===== config.mk =====
export PLATFORM = sky130hd
export DESIGN_NAME = wb_port_arbiter
export DESIGN_NICKNAME = d
export VERILOG_FILES = /design/src/rtl/wb_arb_pkg.sv /design/src/rtl/wb_hold_slot.sv /design/src/rtl/wb_port_arbiter.sv
export SDC_FILE = /design/constraint.sdc
export NUM_CORES = 1
export LEC_CHECK = 0
export CORE_AREA = 2 2 92 94
export CTS_CLUSTER_SIZE = 28
export DETAILED_ROUTE_END_ITERATION = 8
export DIE_AREA = 0 0 94 96
export PLACE_DENSITY = 0.76
export SYNTH_ARGS = -nofsm -noshare
export SYNTH_HDL_FRONTEND = slang
export SYNTH_HIERARCHICAL = 1
export SYNTH_SLANG_ARGS = --single-unit
export TNS_END_PERCENT = 5

===== constraint.sdc =====
create_clock -name clk -period 3 [get_ports clk]
set_input_delay 0.6 -clock clk [delete_from_list [all_inputs] [get_ports clk]]
set_output_delay 0.6 -clock clk [all_outputs]
set_load 0.02 [all_outputs]

===== src/rtl/wb_arb_pkg.sv =====
// wb_arb_pkg: shared constants, grant-index type and round-robin helper for
// the register-file writeback port arbiter (wb_port_arbiter / wb_hold_slot).
//   DEF_DATA_W / DEF_ADDR_W : default data / register-address widths
//   ZERO_REG                : architectural zero register, writes are dropped
//   MAX_NREQ                : largest supported requester count
//   gid_t                   : grant index (wide enough for MAX_NREQ)
//   rr_next()               : round-robin successor of a granted index
package wb_arb_pkg;

  localparam int unsigned DEF_DATA_W = 32;
  localparam int unsigned DEF_ADDR_W = 5;
  localparam int unsigned ZERO_REG   = 0;
  localparam int unsigned MAX_NREQ   = 4;

  typedef logic [1:0] gid_t;

  function automatic gid_t rr_next(input gid_t k, input int unsigned nreq);
    int unsigned kk;
    kk = 32'(k) + 32'd1;
    if (kk >= nreq) kk = 0;
    return gid_t'(kk);
  endfunction

endpackage


===== src/rtl/wb_hold_slot.sv =====
// wb_hold_slot: one-entry holding register (valid + address + data) for a
// single writeback requester.
//   clk, clr_n          : clock, asynchronous active-low reset
//   load                : capture load_addr/load_data, set valid
//   clear               : drop valid (load wins when both are high, which
//                         lets a draining slot be refilled in the same cycle)
//   valid, addr, data   : registered slot contents
module wb_hold_slot
  import wb_arb_pkg::*;
#(
  parameter int unsigned DATA_W = DEF_DATA_W,
  parameter int unsigned ADDR_W = DEF_ADDR_W
) (
  input  logic              clk,
  input  logic              clr_n,
  input  logic              load,
  input  logic              clear,
  input  logic [ADDR_W-1:0] load_addr,
  input  logic [DATA_W-1:0] load_data,
  output logic              valid,
  output logic [ADDR_W-1:0] addr,
  output logic [DATA_W-1:0] data
);

  always_ff @(posedge clk or negedge clr_n) begin
    if (!clr_n) begin
      valid <= 1'b0;
      addr  <= '0;
      data  <= '0;
    end else if (load) begin
      valid <= 1'b1;
      addr  <= load_addr;
      data  <= load_data;
    end else if (clear) begin
      valid <= 1'b0;
    end
  end

endmodule


===== src/rtl/wb_port_arbiter.sv =====
// wb_port_arbiter: shares the register-file write port between NREQ (2..4)
// writeback requesters. Each requester owns a one-entry holding slot with a
// valid/ready handshake; a round-robin arbiter picks one occupied slot per
// cycle and drives the write port. Writes to address 0 are accepted and
// discarded.
//   clk, clr_n           : clock, asynchronous active-low reset
//   req_valid/req_ready  : per-requester handshake (NREQ bits each)
//   req_addr, req_data   : packed per-requester address / data
//   wr_en/wr_addr/wr_data: register-file write port
//   grant_id             : slot being written (rr_ptr when idle)
//   busy                 : any slot occupied
// Optional: define WB_BYPASS_EN to let a lone request drive the write port
// in the same cycle when every slot is empty.
module wb_port_arbiter
  import wb_arb_pkg::*;
#(
  parameter int unsigned DATA_W = DEF_DATA_W,
  parameter int unsigned ADDR_W = DEF_ADDR_W,
  parameter int unsigned NREQ   = 2
) (
  input  logic                   clk,
  input  logic                   clr_n,
  input  logic [NREQ-1:0]        req_valid,
  output logic [NREQ-1:0]        req_ready,
  input  logic [NREQ*ADDR_W-1:0] req_addr,
  input  logic [NREQ*DATA_W-1:0] req_data,
  output logic                   wr_en,
  output logic [ADDR_W-1:0]      wr_addr,
  output logic [DATA_W-1:0]      wr_data,
  output logic [1:0]             grant_id,
  output logic                   busy
);

  logic [NREQ-1:0]             slot_v;
  logic [NREQ-1:0][ADDR_W-1:0] slot_a;
  logic [NREQ-1:0][DATA_W-1:0] slot_d;
  logic [NREQ-1:0]             nz;
  logic [NREQ-1:0]             grant;
  logic [NREQ-1:0]             load;
  logic [NREQ-1:0]             byp_take;
  logic                        found;
  gid_t                        win;
  gid_t                        rr_ptr;
  gid_t                        nxt_ptr;

  for (genvar g = 0; g < NREQ; g++) begin : g_slot
    wb_hold_slot #(
      .DATA_W (DATA_W),
      .ADDR_W (ADDR_W)
    ) u_slot (
      .clk       (clk),
      .clr_n     (clr_n),
      .load      (load[g]),
      .clear     (grant[g]),
      .load_addr (req_addr[g*ADDR_W +: ADDR_W]),
      .load_data (req_data[g*DATA_W +: DATA_W]),
      .valid     (slot_v[g]),
      .addr      (slot_a[g]),
      .data      (slot_d[g])
    );
  end

  always_comb begin
    nz = '0;
    for (int unsigned j = 0; j < NREQ; j++) begin
      nz[j] = (req_addr[j*ADDR_W +: ADDR_W] != ADDR_W'(ZERO_REG));
    end
  end

  // Rotated priority search split into two linear passes: indices at or
  // above rr_ptr first, then the wrapped-around ones below it.
  always_comb begin
    found = 1'b0;
    win   = rr_ptr;
    for (int unsigned j = 0; j < NREQ; j++) begin
      if (!found && slot_v[j] && (gid_t'(j) >= rr_ptr)) begin
        found = 1'b1;
        win   = gid_t'(j);
      end
    end
    for (int unsigned j = 0; j < NREQ; j++) begin
      if (!found && slot_v[j] && (gid_t'(j) < rr_ptr)) begin
        found = 1'b1;
        win   = gid_t'(j);
      end
    end
  end

`ifdef WB_BYPASS_EN
  // Only a single lone request may bypass; with two or more valid the
  // normal slot path keeps arbitration fair.
  always_comb begin
    byp_take = '0;
    if (clr_n && !(|slot_v) && $onehot(req_valid)) begin
      byp_take = req_valid & nz;
    end
  end
`else
  always_comb begin
    byp_take = '0;
  end
`endif

  always_comb begin
    grant     = '0;
    req_ready = '0;
    load      = '0;
    for (int unsigned j = 0; j < NREQ; j++) begin
      grant[j]     = found && (win == gid_t'(j));
      req_ready[j] = clr_n && (!slot_v[j] || grant[j]);
      load[j]      = req_valid[j] && req_ready[j] && nz[j] && !byp_take[j];
    end
  end

  always_comb begin
    wr_en    = 1'b0;
    wr_addr  = '0;
    wr_data  = '0;
    grant_id = rr_ptr;
    nxt_ptr  = rr_ptr;
    if (found) begin
      wr_en    = 1'b1;
      grant_id = win;
      nxt_ptr  = rr_next(win, NREQ);
      for (int unsigned j = 0; j < NREQ; j++) begin
        if (win == gid_t'(j)) begin
          wr_addr = slot_a[j];
          wr_data = slot_d[j];
        end
      end
    end else begin
      for (int unsigned j = 0; j < NREQ; j++) begin
        if (byp_take[j]) begin
          wr_en    = 1'b1;
          wr_addr  = req_addr[j*ADDR_W +: ADDR_W];
          wr_data  = req_data[j*DATA_W +: DATA_W];
          grant_id = gid_t'(j);
          nxt_ptr  = rr_next(gid_t'(j), NREQ);
        end
      end
    end
  end

  assign busy = |slot_v;

  always_ff @(posedge clk or negedge clr_n) begin
    if (!clr_n) begin
      rr_ptr <= '0;
    end else begin
      rr_ptr <= nxt_ptr;
    end
  end

endmodule


After elaboration in Yosys (flattened, before gate mapping)
Index checks and enable logic that the tools add are counted.
{"block": "totals", "ff_bits": 78, "inputBits": 78, "output_inout_bits": 43, "word_cells": 63}
{"block": "op_classes", "addsub": 1, "order_cmp": 5, "n_eq_ne": 1, "muxes": 21, "reduce_logical": 28}
{"op": "2-to-1 mux 32 bit", "n": 3}
{"op": "logical AND 1 bit", "n": 15}
{"op": "2-to-1 mux 5 bit", "n": 3}
{"op": "2-to-1 mux 2 bit", "n": 6}
{"op": "nonzero test 5 bit", "n": 2}
{"op": "2-to-1 mux 1 bit", "n": 9}
{"op": "logical NOT 1 bit", "n": 5}
{"op": ">= comparator 1 x 2 -> 1 bit (first input constant)", "n": 2}
{"op": "less-than comparator 1 x 2 -> 1 bit (first input constant)", "n": 2}
{"op": "nonzero test 2 bit", "n": 2}
{"op": "adder 2 x 1 -> 3 bit (second input constant)", "n": 1}
{"op": ">= comparator 3 x 2 -> 1 bit (second input constant)", "n": 1}
{"op": "== test 2 x 1 -> 1 bit (second input constant)", "n": 1}
{"op": "logical NOT 2 bit", "n": 1}
{"op": "logical OR 1 bit", "n": 2}
{"op": "OR reduction 2 bit", "n": 1}

Longest topological paths before layout
{"block": "depth", "ltp_word": 22, "ltp_mapped": 10, "ltp_nobuf": 8}

Hierarchy
The synthesis kept the hierarchy.
{"module": "wb_hold_slot", "n_inst": 2, "cells_each": 81, "area_each_um2": 1488.9, "seq_area_each_um2": 950.9}
{"module": "wb_port_arbiter", "n_inst": 1, "cells_each": 72, "area_each_um2": 628.1, "seq_area_each_um2": 50.0}

Worst setup path before layout
OpenSTA, ideal clock, no wires.
{"block": "synth_timing", "path_type": "reg2reg", "from": "reg g_slot[1].u_slot.valid", "to": "reg g_slot[1].u_slot.data[14]", "setup_ns": 0.125, "arrival_time_ns": 2.551, "t_required_ns": 2.875, "setup_slack_ns": 0.324, "stages_incl_launch_ff": 11, "n_path_buf": 2, "period_less_slack_ns": 2.676, "cell_sequence": "dfrtp_1 nor2_4 and2_1 inv_1 ha_1 inv_1 a21boi_0 o211a_1 buf_6 buf_6 mux2_4"}
{"block": "synth_between", "elab_chain_cells": 17, "elab_cells_between_ends": 21, "cone_classes": "1 x eq/ne; 6 x mux; 14 x reduce/logical"}
{"item": "start: declaration", "line": "wb_hold_slot.sv:20", "source": "output logic valid,"}
{"item": "start signal: assignment", "line": "wb_hold_slot.sv:27", "source": "valid <= 1'b0;"}
{"item": "start signal: assignment", "line": "wb_hold_slot.sv:31", "source": "valid <= 1'b1;"}
{"item": "start signal: assignment", "line": "wb_hold_slot.sv:35", "source": "valid <= 1'b0;"}
{"item": "logical AND 1 bit (2 in a row)", "line": "wb_port_arbiter.sv:76", "source": "if (!found && slot_v[j] && (gid_t'(j) >= rr_ptr)) begin"}
{"item": "2-to-1 mux 1 bit", "line": "wb_port_arbiter.sv:76"}
{"item": "logical NOT 1 bit", "line": "wb_port_arbiter.sv:82", "source": "if (!found && slot_v[j] && (gid_t'(j) < rr_ptr)) begin"}
{"item": "logical AND 1 bit (2 in a row)", "line": "wb_port_arbiter.sv:82"}
{"item": "2-to-1 mux 1 bit", "line": "wb_port_arbiter.sv:82"}
{"item": "logical NOT 1 bit", "line": "wb_port_arbiter.sv:82"}
{"item": "logical AND 1 bit (2 in a row)", "line": "wb_port_arbiter.sv:82"}
{"item": "2-to-1 mux 2 bit", "line": "wb_port_arbiter.sv:82"}
{"item": "== test 2 x 1 -> 1 bit", "line": "wb_port_arbiter.sv:109", "source": "grant[j] = found && (win == gid_t'(j));"}
{"item": "logical AND 1 bit", "line": "wb_port_arbiter.sv:109"}
{"item": "logical OR 1 bit *", "line": "wb_port_arbiter.sv:110", "source": "req_ready[j] = clr_n && (!slot_v[j] || grant[j]);"}
{"item": "logical AND 1 bit *", "line": "wb_port_arbiter.sv:110"}
{"item": "named net req_ready[1]", "line": "wb_port_arbiter.sv:24", "source": "output logic [NREQ-1:0] req_ready,"}
{"item": "logical AND 1 bit * (2 in a row)", "line": "wb_port_arbiter.sv:111", "source": "load[j] = req_valid[j] && req_ready[j] && nz[j] && !byp_take[j];"}
{"item": "named net load[1]", "line": "wb_port_arbiter.sv:39", "source": "logic [NREQ-1:0] load;"}
{"item": "end signal: assignment", "line": "wb_hold_slot.sv:33", "source": "data <= load_data;"}
{"item": "end: declaration", "line": "wb_hold_slot.sv:22", "source": "output logic [DATA_W-1:0] data"}
Mark *: on every way through the listed nets, which the timed path passes. The rest lies on a longest branch.
A chain may end at the register's enable or synchronous reset.

Worst setup path in the final report
{"block": "layout_timing", "from": "reg g_slot[1].u_slot.valid", "to": "out wr_data[20]"}
{"block": "layout_between", "elab_chain_cells": 15, "elab_cells_between_ends": 19, "cone_classes": "1 x eq/ne; 9 x mux; 9 x reduce/logical"}
{"item": "logical AND 1 bit (2 in a row)", "line": "wb_port_arbiter.sv:76"}
{"item": "2-to-1 mux 1 bit", "line": "wb_port_arbiter.sv:76"}
{"item": "logical NOT 1 bit", "line": "wb_port_arbiter.sv:82"}
{"item": "logical AND 1 bit (2 in a row)", "line": "wb_port_arbiter.sv:82"}
{"item": "2-to-1 mux 1 bit", "line": "wb_port_arbiter.sv:82"}
{"item": "logical NOT 1 bit", "line": "wb_port_arbiter.sv:82"}
{"item": "logical AND 1 bit (2 in a row)", "line": "wb_port_arbiter.sv:82"}
{"item": "2-to-1 mux 2 bit", "line": "wb_port_arbiter.sv:82"}
{"item": "logical NOT 2 bit", "line": "wb_port_arbiter.sv:126", "source": "if (win == gid_t'(j)) begin"}
{"item": "2-to-1 mux 32 bit (2 in a row)", "line": "wb_port_arbiter.sv:126"}
{"item": "2-to-1 mux 32 bit *", "line": "wb_port_arbiter.sv:121", "source": "if (found) begin"}
{"item": "end: declaration", "line": "wb_port_arbiter.sv:29", "source": "output logic [DATA_W-1:0] wr_data,"}
Mark *: on every way between the ends. The rest lies on a longest branch, timed or not.

==> summary.txt <==
Maximum VDD drop = 0.000533 V
Postcts setup bufs = 0
Gr ovfl total = 0
Vias = 2,376
Area of the core = 8050 um^2
Vias/cell = 5.09
Top cells by area, synth = dfrtp_1, mux2_4, mux2_2
Antenna fix cells = 0
Net Count, Synth = 315
Final non-filler cell total = 467
Synth warnings = 6
Cell Rows = 33
Clk root buf = clkbuf_8
Post-layout nets = 439
Area growth from synthesis to layout = 38.2%
Worst-Margin Slew = 0.954 ns
Mapped Cells = 234
Setup crit end kind = output pin
Slowest CP cell = dfrtp_2
Max Clk Rate = 0.349 GHz
Clock Latency Late Sink = 0.34 ns
Vias in the first global route = 2,674
Post-synth top area share = 54.1%
CP max stage delay = 0.45 ns
Finish-stage setup viols = 0
Clock Sinks = 78
Yosys top cell by area = dfrtp_1
Wire length per cell = 17.2 um
H-tree Lvls = 3
CP Launch Type = flip-flop
Ratio of final minimum period to clock period = 95.4%
1st-pass router iterations = 4
Critical path type = reg -> out
Total CTS buffers = 9
Netlist cell types = 19
Hpwl dp = 5.45 mm
Initial DRC Count = 111
Flop and latch count out of synthesis = 78
Die X = 94 um
IO buf count = 120
Setup ws final = 0.139 ns
Clock Skews = 0.00944 ns
Layout cells sized above 1 = 39.5%
Number of I/O pins = 121
DRT Wirelength = 8.02 mm
Placement Cell Area = 4930 um^2
Worst Reg-to-Reg Cells = 9
Mapped Avg Cell Area = 15.4 um^2
Setup TNS = 0 ns
Post-synthesis instance area = 3610 um^2
Worst slack at placement = 0.0329 ns
Routed Antenna Nets = 0
Max cap viols = 0
CP Data Required Time = 2.40 ns
Final Util = 61.9%
WHS = 0.509 ns
Remaining DRCs = 0
Max-slew violations = 0
HP Class = reg -> reg
Critical Path AT = 2.26 ns
Overall routing resource usage = 19.3%
Outcome = finished clean
Final Cell Area = 4980 um^2
Antenna violations before repair = 0
Cell repeated most along the worst path = inv_1
Pwr Density = 1200 nW/um^2
CP Max Fanout = 9
RSZ-0062 raised after global routing = yes
CTS max path bufs = 2
Die Height = 96 um
Worst Hold Depth = 1
CP Cell Sequence = nor2_1 -> o21ai_0 -> inv_1 -> ha_1 -> inv_1 -> nor3_4 -> buf_6 -> a22o_1 -> clkdlybuf4s15_2
Largest net degree at the start of global routing = 79
CTS tree = built
Post-layout minimum cycle time = 2.86 ns
Final RePlAce weighted congestion = 0.705
DIE AREA = 9020 um^2
Max-slew headroom at the worst pin = 36.4%
Sequential area share after synthesis = 54.1%
Initial Util = 44.8%
First-pass GRT wire length = 13.3 mm
Worst-path clk slew = 0.08 ns
Placed cell count = 452
Pwr Total = 5.99 mW
Leakage = 2.23 nW
Endpoints failing hold = 0
[cells in the final DEF (no fill, tap or decap), drive strengths merged, types with 2 or more instances in the layout]
| master | synthesis | layout |
|---|---|---|
| o21ai | 2 | 2 |
| clkinv | 0 | 3 |
| a22o | 37 | 37 |
| a21boi | 2 | 2 |
| clkinvlp | 0 | 2 |
| o211a | 2 | 2 |
| dlygate4sd2 | 0 | 2 |
| dfrtp | 78 | 78 |
| nor2 | 4 | 4 |
| buf | 16 | 17 |
| inv | 7 | 7 |
| clkdlybuf4s50 | 0 | 80 |
| clkdlybuf4s15 | 0 | 7 |
| clkbuf | 0 | 32 |
| mux2 | 75 | 75 |
| ha | 3 | 3 |
| a21o | 3 | 3 |
| or4 | 2 | 2 |
[repair_timing]
action / 4_1_cts / 5_1_grt
resized for setup: 87 / 36
setup endpoints to repair: 39 / 37
pin swaps: 0 / 1
hold buffers: 0 / 0
[logic make-up (layout without fill, tap and decap cells)]
family / Yosys count / in the layout / synth area share [%]
DFF: 78 / 78 / 54.1
muxes: 75 / 75 / 27.4
AOI/OAI and AO/OA: 46 / 46 / 10.9
buffers and inverters: 23 / 151 / 4.72
and+or+nand+nor: 9 / 9 / 1.87
adders and majority gates: 3 / 3 / 1.04
[synth_stat cells]
cell      number
mux2_4        38
nor2_1         3
buf_2          4
buf_4          3
a21o_1         3
or4_1          2
dfrtp_1       78
a21boi_0       2
a22o_1        37
nor2_4         1
nor3_4         1
mux2_2        37
ha_1           3
o21ai_0        2
o211a_1        2
buf_6          9
inv_1          7
nand3b_1       1
and2_1         1
[report_power, final]
part           leakage (nW)  switching [mW]  internal (mW)
combinational          1.23            1.65           1.70
sequential            0.918           0.306           1.59
clock                0.0911           0.371          0.378
total                  2.23            2.33           3.67
[per-layer routing]
layer  global-route usage, %  vias up  share of wire [%]
met1                    23.8     1180                 44
met3                    6.58       11                6.0
li1                        -     1109                  -
met5                       0        -                  0
met4                    4.83        0                1.2
met2                    32.9       76                 49
[critical path, delay by kind of cell (launching register included)]
family | cells | cell delay (ns)
compound gates | 2 | 0.27
fa+ha+maj | 1 | 0.17
buf+inv | 4 | 0.65
flops | 1 | 0.45
simple gates | 2 | 0.37
[final timing paths]
kind	from	end	slack (ns)
worst max-delay path	g_slot[1].u_slot/valid	wr_data[20]	0.14
worst min register to register	g_slot[0].u_slot/data[0]	g_slot[0].u_slot/data[0]	0.51
worst max register to register	g_slot[0].u_slot/valid	g_slot[1].u_slot/data[4]	0.56
worst min-delay path	g_slot[0].u_slot/data[0]	g_slot[0].u_slot/data[0]	0.51
min in group asynchronous	clr_n	g_slot[1].u_slot/data[31]	0.52
max in group asynchronous	clr_n	g_slot[1].u_slot/valid	1.84
[final cells by class]
type / instances / area (um^2)
fill: 638 / 3070
sequential: 78 / 1950
multi-input combinational: 133 / 1490
timing repair buffer: 129 / 1190
tap: 105 / 131
clock buffer: 9 / 124
clock inverter: 6 / 63.8
inverter: 7 / 26.3
[flip-flops by register name, indices dropped and copies added (netlist names)]
register / cells
g_slot.u_slot/data: 64
g_slot.u_slot/valid: 2
rr_ptr: 2
g_slot.u_slot/addr: 10
Power figures use the tool's default switching activity.
